### config.mk
export PLATFORM = sky130hd
export DESIGN_NAME = fact_dp
export DESIGN_NICKNAME = d
export VERILOG_FILES = /design/src/rtl/fact_pkg.sv /design/src/rtl/fact_mul.sv /design/src/rtl/fact_dp.sv
export SDC_FILE = /design/constraint.sdc
export NUM_CORES = 1
export LEC_CHECK = 0
export CAP_MARGIN = 20
export CORE_AREA = 2 2 147 177
export DETAILED_ROUTE_END_ITERATION = 16
export DIE_AREA = 0 0 149 179
export GPL_ROUTABILITY_DRIVEN = 0
export GPL_TIMING_DRIVEN = 0
export PLACE_DENSITY = 0.7
export SLEW_MARGIN = 20
export SYNTH_ARGS = -nofsm -noshare
export SYNTH_HDL_FRONTEND = slang
export SYNTH_HIERARCHICAL = 1
export SYNTH_SLANG_ARGS = --single-unit
### constraint.sdc
create_clock -name clk -period 14.1 [get_ports clk]
set_input_delay 2.82 -clock clk [delete_from_list [all_inputs] [get_ports clk]]
set_output_delay 2.82 -clock clk [all_outputs]
set_load 0.01 [all_outputs]
### src/rtl/fact_pkg.sv
// ---------------------------------------------------------------------------
// fact_pkg
//   Shared definitions for the iterative factorial engine. The control unit
//   and the datapath (fact_dp) both use these state encodings, so the two
//   blocks always agree on what each curr_state value means.
// ---------------------------------------------------------------------------
package fact_pkg;

  localparam int unsigned STATE_W = 3;

  localparam logic [STATE_W-1:0] ST_IDLE  = 3'd0;
  localparam logic [STATE_W-1:0] ST_CHECK = 3'd1;
  localparam logic [STATE_W-1:0] ST_MUL   = 3'd2;
  localparam logic [STATE_W-1:0] ST_DEC   = 3'd3;
  localparam logic [STATE_W-1:0] ST_DONE  = 3'd4;

endpackage : fact_pkg

### src/rtl/fact_mul.sv
// ---------------------------------------------------------------------------
// fact_mul
//   Combinational OUT_W x SIZE unsigned multiplier. It returns the low OUT_W
//   bits of the full product, plus a flag that is set when any of the upper
//   SIZE bits are nonzero, meaning the product did not fit in OUT_W bits.
// Ports
//   a      in   OUT_W   running product
//   b      in   SIZE    down-counter value
//   lo     out  OUT_W   product truncated to OUT_W bits
//   hi_nz  out  1       upper part of the full product is nonzero
// ---------------------------------------------------------------------------
module fact_mul #(
  parameter int unsigned SIZE  = 8,
  parameter int unsigned OUT_W = 32
) (
  input  logic [OUT_W-1:0] a,
  input  logic [SIZE-1:0]  b,
  output logic [OUT_W-1:0] lo,
  output logic             hi_nz
);

  logic [OUT_W+SIZE-1:0] full;

  // Both operands are widened first, so the multiply produces every bit of
  // the result and the overflow detection is exact.
  assign full  = (OUT_W+SIZE)'(a) * (OUT_W+SIZE)'(b);
  assign lo    = full[OUT_W-1:0];
  assign hi_nz = |full[OUT_W+SIZE-1:OUT_W];

endmodule : fact_mul

### src/rtl/fact_dp.sv
// ---------------------------------------------------------------------------
// fact_dp
//   Datapath for the iterative factorial engine. It holds the down-counter,
//   the running product, the sticky overflow flag and the latched result.
//   Register updates are decoded from the control unit's curr_state. The
//   block returns proceed, which tells the control unit whether to run
//   another multiply/decrement pass.
// Ports
//   clk           in   1       rising-edge clock
//   rst_n         in   1       asynchronous active-low reset
//   n_in          in   SIZE    operand, sampled on the init edge only
//   curr_state    in   3       control-unit state (fact_pkg encodings)
//   init          in   1       load strobe, honoured only in ST_IDLE
//   done          in   1       completion strobe, honoured only in ST_DONE
//   proceed       out  1       combinational loop-continue flag
//   result        out  OUT_W   latched n! (low OUT_W bits)
//   result_valid  out  1       result holds a completed computation
//   overflow      out  1       result was truncated
// ---------------------------------------------------------------------------
module fact_dp
  import fact_pkg::*;
#(
  parameter int unsigned SIZE  = 8,
  parameter int unsigned OUT_W = 32
) (
  input  logic               clk,
  input  logic               rst_n,
  input  logic [SIZE-1:0]    n_in,
  input  logic [STATE_W-1:0] curr_state,
  input  logic               init,
  input  logic               done,
  output logic               proceed,
  output logic [OUT_W-1:0]   result,
  output logic               result_valid,
  output logic               overflow
);

  logic [SIZE-1:0]  cnt_q, cnt_d;
  logic [OUT_W-1:0] prod_q, prod_d;
  logic             ovf_q, ovf_d;
  logic             busy_q, busy_d;
  logic [OUT_W-1:0] result_q, result_d;
  logic             result_valid_q, result_valid_d;
  logic             overflow_q, overflow_d;

  logic [OUT_W-1:0] mul_lo;
  logic             mul_hi_nz;

  fact_mul #(
    .SIZE  (SIZE),
    .OUT_W (OUT_W)
  ) u_mul (
    .a     (prod_q),
    .b     (cnt_q),
    .lo    (mul_lo),
    .hi_nz (mul_hi_nz)
  );

  // Once overflow is set the loop exits at the next CHECK. After a reset,
  // cnt is 0, which holds proceed low while the control unit drains.
  assign proceed = (curr_state == ST_CHECK) && (cnt_q > SIZE'(1)) && !ovf_q;

  always_comb begin
    // NOTE: each _d starts as its _q, so any path that does not assign a
    // register holds it. This also avoids inferring latches.
    cnt_d          = cnt_q;
    prod_d         = prod_q;
    ovf_d          = ovf_q;
    busy_d         = busy_q;
    result_d       = result_q;
    result_valid_d = result_valid_q;
    overflow_d     = overflow_q;

    case (curr_state)
      ST_IDLE: begin
        if (init) begin
          cnt_d          = n_in;
          prod_d         = OUT_W'(1);
          ovf_d          = 1'b0;
          busy_d         = 1'b1;
          result_valid_d = 1'b0;
        end
      end
      ST_CHECK: ;
      ST_MUL: begin
        prod_d = mul_lo;
        ovf_d  = ovf_q | mul_hi_nz;
      end
      ST_DEC: begin
        cnt_d = cnt_q - SIZE'(1);
      end
      ST_DONE: begin
        // The busy_q guard stops a control unit that is draining after a
        // datapath reset from latching a bogus result.
        if (done && busy_q) begin
          result_d       = prod_q;
          overflow_d     = ovf_q;
          result_valid_d = 1'b1;
          busy_d         = 1'b0;
        end
      end
      default: ;
    endcase
  end

  // NOTE: state flops use non-blocking assignments only. Reset is
  // asynchronous and clears every register, because none of them may hold a
  // stale value after rst_n.
  always_ff @(posedge clk or negedge rst_n) begin
    if (!rst_n) begin
      cnt_q          <= '0;
      prod_q         <= '0;
      ovf_q          <= 1'b0;
      busy_q         <= 1'b0;
      result_q       <= '0;
      result_valid_q <= 1'b0;
      overflow_q     <= 1'b0;
    end else begin
      cnt_q          <= cnt_d;
      prod_q         <= prod_d;
      ovf_q          <= ovf_d;
      busy_q         <= busy_d;
      result_q       <= result_d;
      result_valid_q <= result_valid_d;
      overflow_q     <= overflow_d;
    end
  end

  assign result       = result_q;
  assign result_valid = result_valid_q;
  assign overflow     = overflow_q;

endmodule : fact_dp

==> impl_metrics.env, run 1 <==
export IMPL_finalCritPeriodShare_pct=50.39
export IMPL_ys_flop_type="dfrtp_1"
export IMPL_die_h_microns=179
export IMPL_post_drt_wl_per_cell_microns=18.71
export IMPL_cts_htree_levels=3
export IMPL_yosys_cell_types_count=65
export IMPL_via_count=8359
export IMPL_grt_pass1_wl_microns=47000
export IMPL_n_antenna_cell=0
export IMPL_syn_num_nets=1406
export IMPL_path_class="input pin to output pin"
export IMPL_clk_path_buf_depth=2
export IMPL_ys_async_sr_fraction_pct=100.0
export IMPL_yosys_register_bits=76
export IMPL_period_needed_ns=7.105
export IMPL_cts_buffers=9
export IMPL_finalMaxSlewViolations=0
export IMPL_core_rowCount=64
export IMPL_die_w_microns=149
export IMPL_synth_edff_count=0
export IMPL_setup_tns_ns=0
export IMPL_syn_inst=1149
export IMPL_critPathLaunchType="input pin"
export IMPL_fin_skew_ns=0.01167
export IMPL_drt_pass1_iterations=4
export IMPL_end_kind="output pin"
export IMPL_worst_ep_required_time_ns=11.28
export IMPL_dp_slack_ns=7.002
export IMPL_drt_iter0_markers=561
export IMPL_setup_violations=0
export IMPL_antenna_found_initial=0
export IMPL_layout_setup_ws_ns=6.995
export IMPL_worstPathMaxFanout=8
export IMPL_rsz0062_at_grt="false"
export IMPL_use_met2_pct=39.94
export IMPL_cts_hold_buffers=0
export IMPL_clkSinkCount=76
export IMPL_insertion_delay_ns=0.35
export IMPL_num_nets_final=1465
export IMPL_drt_wl_total_microns=28870
export IMPL_vias_per_cell=5.417
export IMPL_cts_resized=0
export IMPL_ant_nets=0
export IMPL_seq_area_frac_synth_pct=17.16
export IMPL_drive_above_1_share_pct=4.534
export IMPL_grt_max_degree=57
export IMPL_start_util_pct=44.08
export IMPL_hpwl_microns=22830
export IMPL_overflow=0
export IMPL_postCtsSetupRepairBufs=0
export IMPL_crit_arrival_ns=4.29
export IMPL_design_core_area_sq_um=25140
export IMPL_worst_slew_pin_slew_ns=0.8353
export IMPL_holdWs_ns=0.4761
export IMPL_track_usage_pct=22.90
export IMPL_drc=0
export IMPL_grt_pass1_vias=8951
export IMPL_clk_pin_slew_ns=0.06
export IMPL_rrSetupSlack_ns=7.21
export IMPL_fp_dieArea_sq_um=26670
export IMPL_max_slew_margin_pct=43.98
export IMPL_maxCapViolCount=0
export IMPL_numPortBuffers=47
export IMPL_top_usage_layer="met2"
export IMPL_met1_usage_pct=28.10
export IMPL_outcome="finished, final reports clean"
export IMPL_min_path_type="flop to flop"
export IMPL_syn_to_final_growth_pct=10.93
export IMPL_cts_root_buffer="clkbuf_16"
export IMPL_cts_tree="built"
export IMPL_netlist_area_sq_um=11080
export IMPL_max_freq_ghz=0.1407
export IMPL_hold_violations=0
export IMPL_gr_usage_met3_pct=2.774
export IMPL_avgSynthCellArea_sq_um=9.647
export IMPL_ioPinCount=50
export IMPL_ys_warnings_count=6
-- registers in the layout (all words and copies together) (netlist names) --
| register | cells |
|---|---|
| prod_q | 32 |
| result | 32 |
| cnt_q | 8 |
| busy_q | 1 |
| overflow | 1 |
| ovf_q | 1 |
| result_valid | 1 |
-- layout by cell type, fill, tap and decap left out, types with 4 or more instances in the layout --
cell type          n
ha_1              62
a31oi_1            6
a211oi_1           5
nor3_1            13
a22o_1            31
nor2_1            38
clkbuf_16          9
o211ai_1           4
and2_1           212
o21ai_0           29
inv_1            165
nor4_1             5
xor2_1            12
mux2_2            12
a21o_1            13
o21a_1             6
dfrtp_1           76
nand2b_1           6
nor2b_1            4
nand4_1            9
clkdlybuf4s50_1   46
buf_2             11
clkbuf_1          35
mux2_1            21
nand3_1            9
fa_1             180
a21oi_1           39
xnor2_1           19
nand2_1           79
-- area by class of cell --
cell class	instances	area, sq um
flip-flops and latches	76	1902
well taps	330	412.9
fillers	2361	12850
inverters	165	619.3
repair buffers	48	495.5
clock inverters	4	56.30
plain buffers	47	212.7
clock buffers	12	246.5
multi-input cells	861	8351
-- cell families (layout without fill, tap and decap cells) --
logic type      count (synthesis)  after routing  synth area share [%]
compound gates                157            157                 9.742
flops                          76             76                 17.16
simple gates                  396            396                 20.10
buf+inv                       212            276                 7.506
xor+xnor                       31             31                 2.449
mux                            35             35                 3.533
fa+ha+maj                     242            242                 39.51
-- synth_stat cells, types with 3 or more instances --
cell type	instances	share of area, %
nor3_1	13	0.59
and3_1	3	0.17
xor2_1	12	0.95
nor4_1	5	0.28
fa_1	180	33
buf_6	3	0.30
a31oi_1	6	0.34
inv_1	165	5.6
a21oi_1	39	1.8
o21bai_1	3	0.20
buf_2	11	0.50
xnor2_1	19	1.5
ha_1	62	7.0
dfrtp_1	76	17
o21ai_0	29	1.3
nand2b_1	6	0.34
a22o_1	31	2.4
nand2_1	79	2.7
clkbuf_1	33	1.1
a21o_1	13	0.88
o211ai_1	4	0.27
nor2b_1	4	0.23
nand3_1	9	0.41
mux2_1	21	2.1
nand4_1	9	0.51
a211oi_1	5	0.34
and2_1	212	12
mux2_2	12	1.2
nor2_1	38	1.3
o21a_1	6	0.41
-- routing by layer --
metal / share of wire, % / up-vias
li1: - / 3791
met1: 40 / 4268
met2: 51 / 224
met3: 4.3 / 76
met4: 4.3 / 0
met5: 0 / -
-- through the flow --
step                std cells  area (sq um)  utilization (%)
finish                   1543         12300            48.90
global route             1543         12300            48.90
global placement         1526         11970            47.60
CTS                      1543         12300            48.90
detailed placement       1527         11990            47.70
floorplan                1149         11080                -
-- final timing paths --
path                                     end           from  cells past startpoint
worst max-delay path                 proceed  curr_state[1]                      3
worst min-delay path            result_valid   result_valid                      2
worst max register to register         ovf_q       cnt_q[2]                     19
worst min register to register  result_valid   result_valid                      2
max in group asynchronous         result[26]          rst_n                      2
min in group asynchronous         prod_q[15]          rst_n                      1
-- critical path, cell delays in order --
cell             delay (ns)
clkdlybuf4s50_1        0.55
nor4_1                 0.33
clkdlybuf4s50_1        0.59
Power of run 1 is left out: the tool's default activity adds up to more than one toggle a clock period on the data nets, which glitch-free logic cannot reach.
==> run 2: changes to the inputs <==
==> constraint.sdc (replaced) <==
create_clock -name clk -period 7.2 [get_ports clk]
set_input_delay 1.44 -clock clk [delete_from_list [all_inputs] [get_ports clk]]
set_output_delay 1.44 -clock clk [all_outputs]
set_load 0.01 [all_outputs]
==> results of run 2 <==
Same layout as run 1 (identical final DEF). Status: finished, final reports clean.
Among the figures that moved: setup slack after placement 7.002 ns -> 0.5384 ns; setup slack after layout 6.995 ns -> 0.3074 ns; start point of the critical path curr_state[1] -> cnt_q[2]; end point of the critical path proceed -> ovf_q; register-to-register setup slack 7.21 ns -> 0.31 ns
Power of run 2 is left out for the same reason.
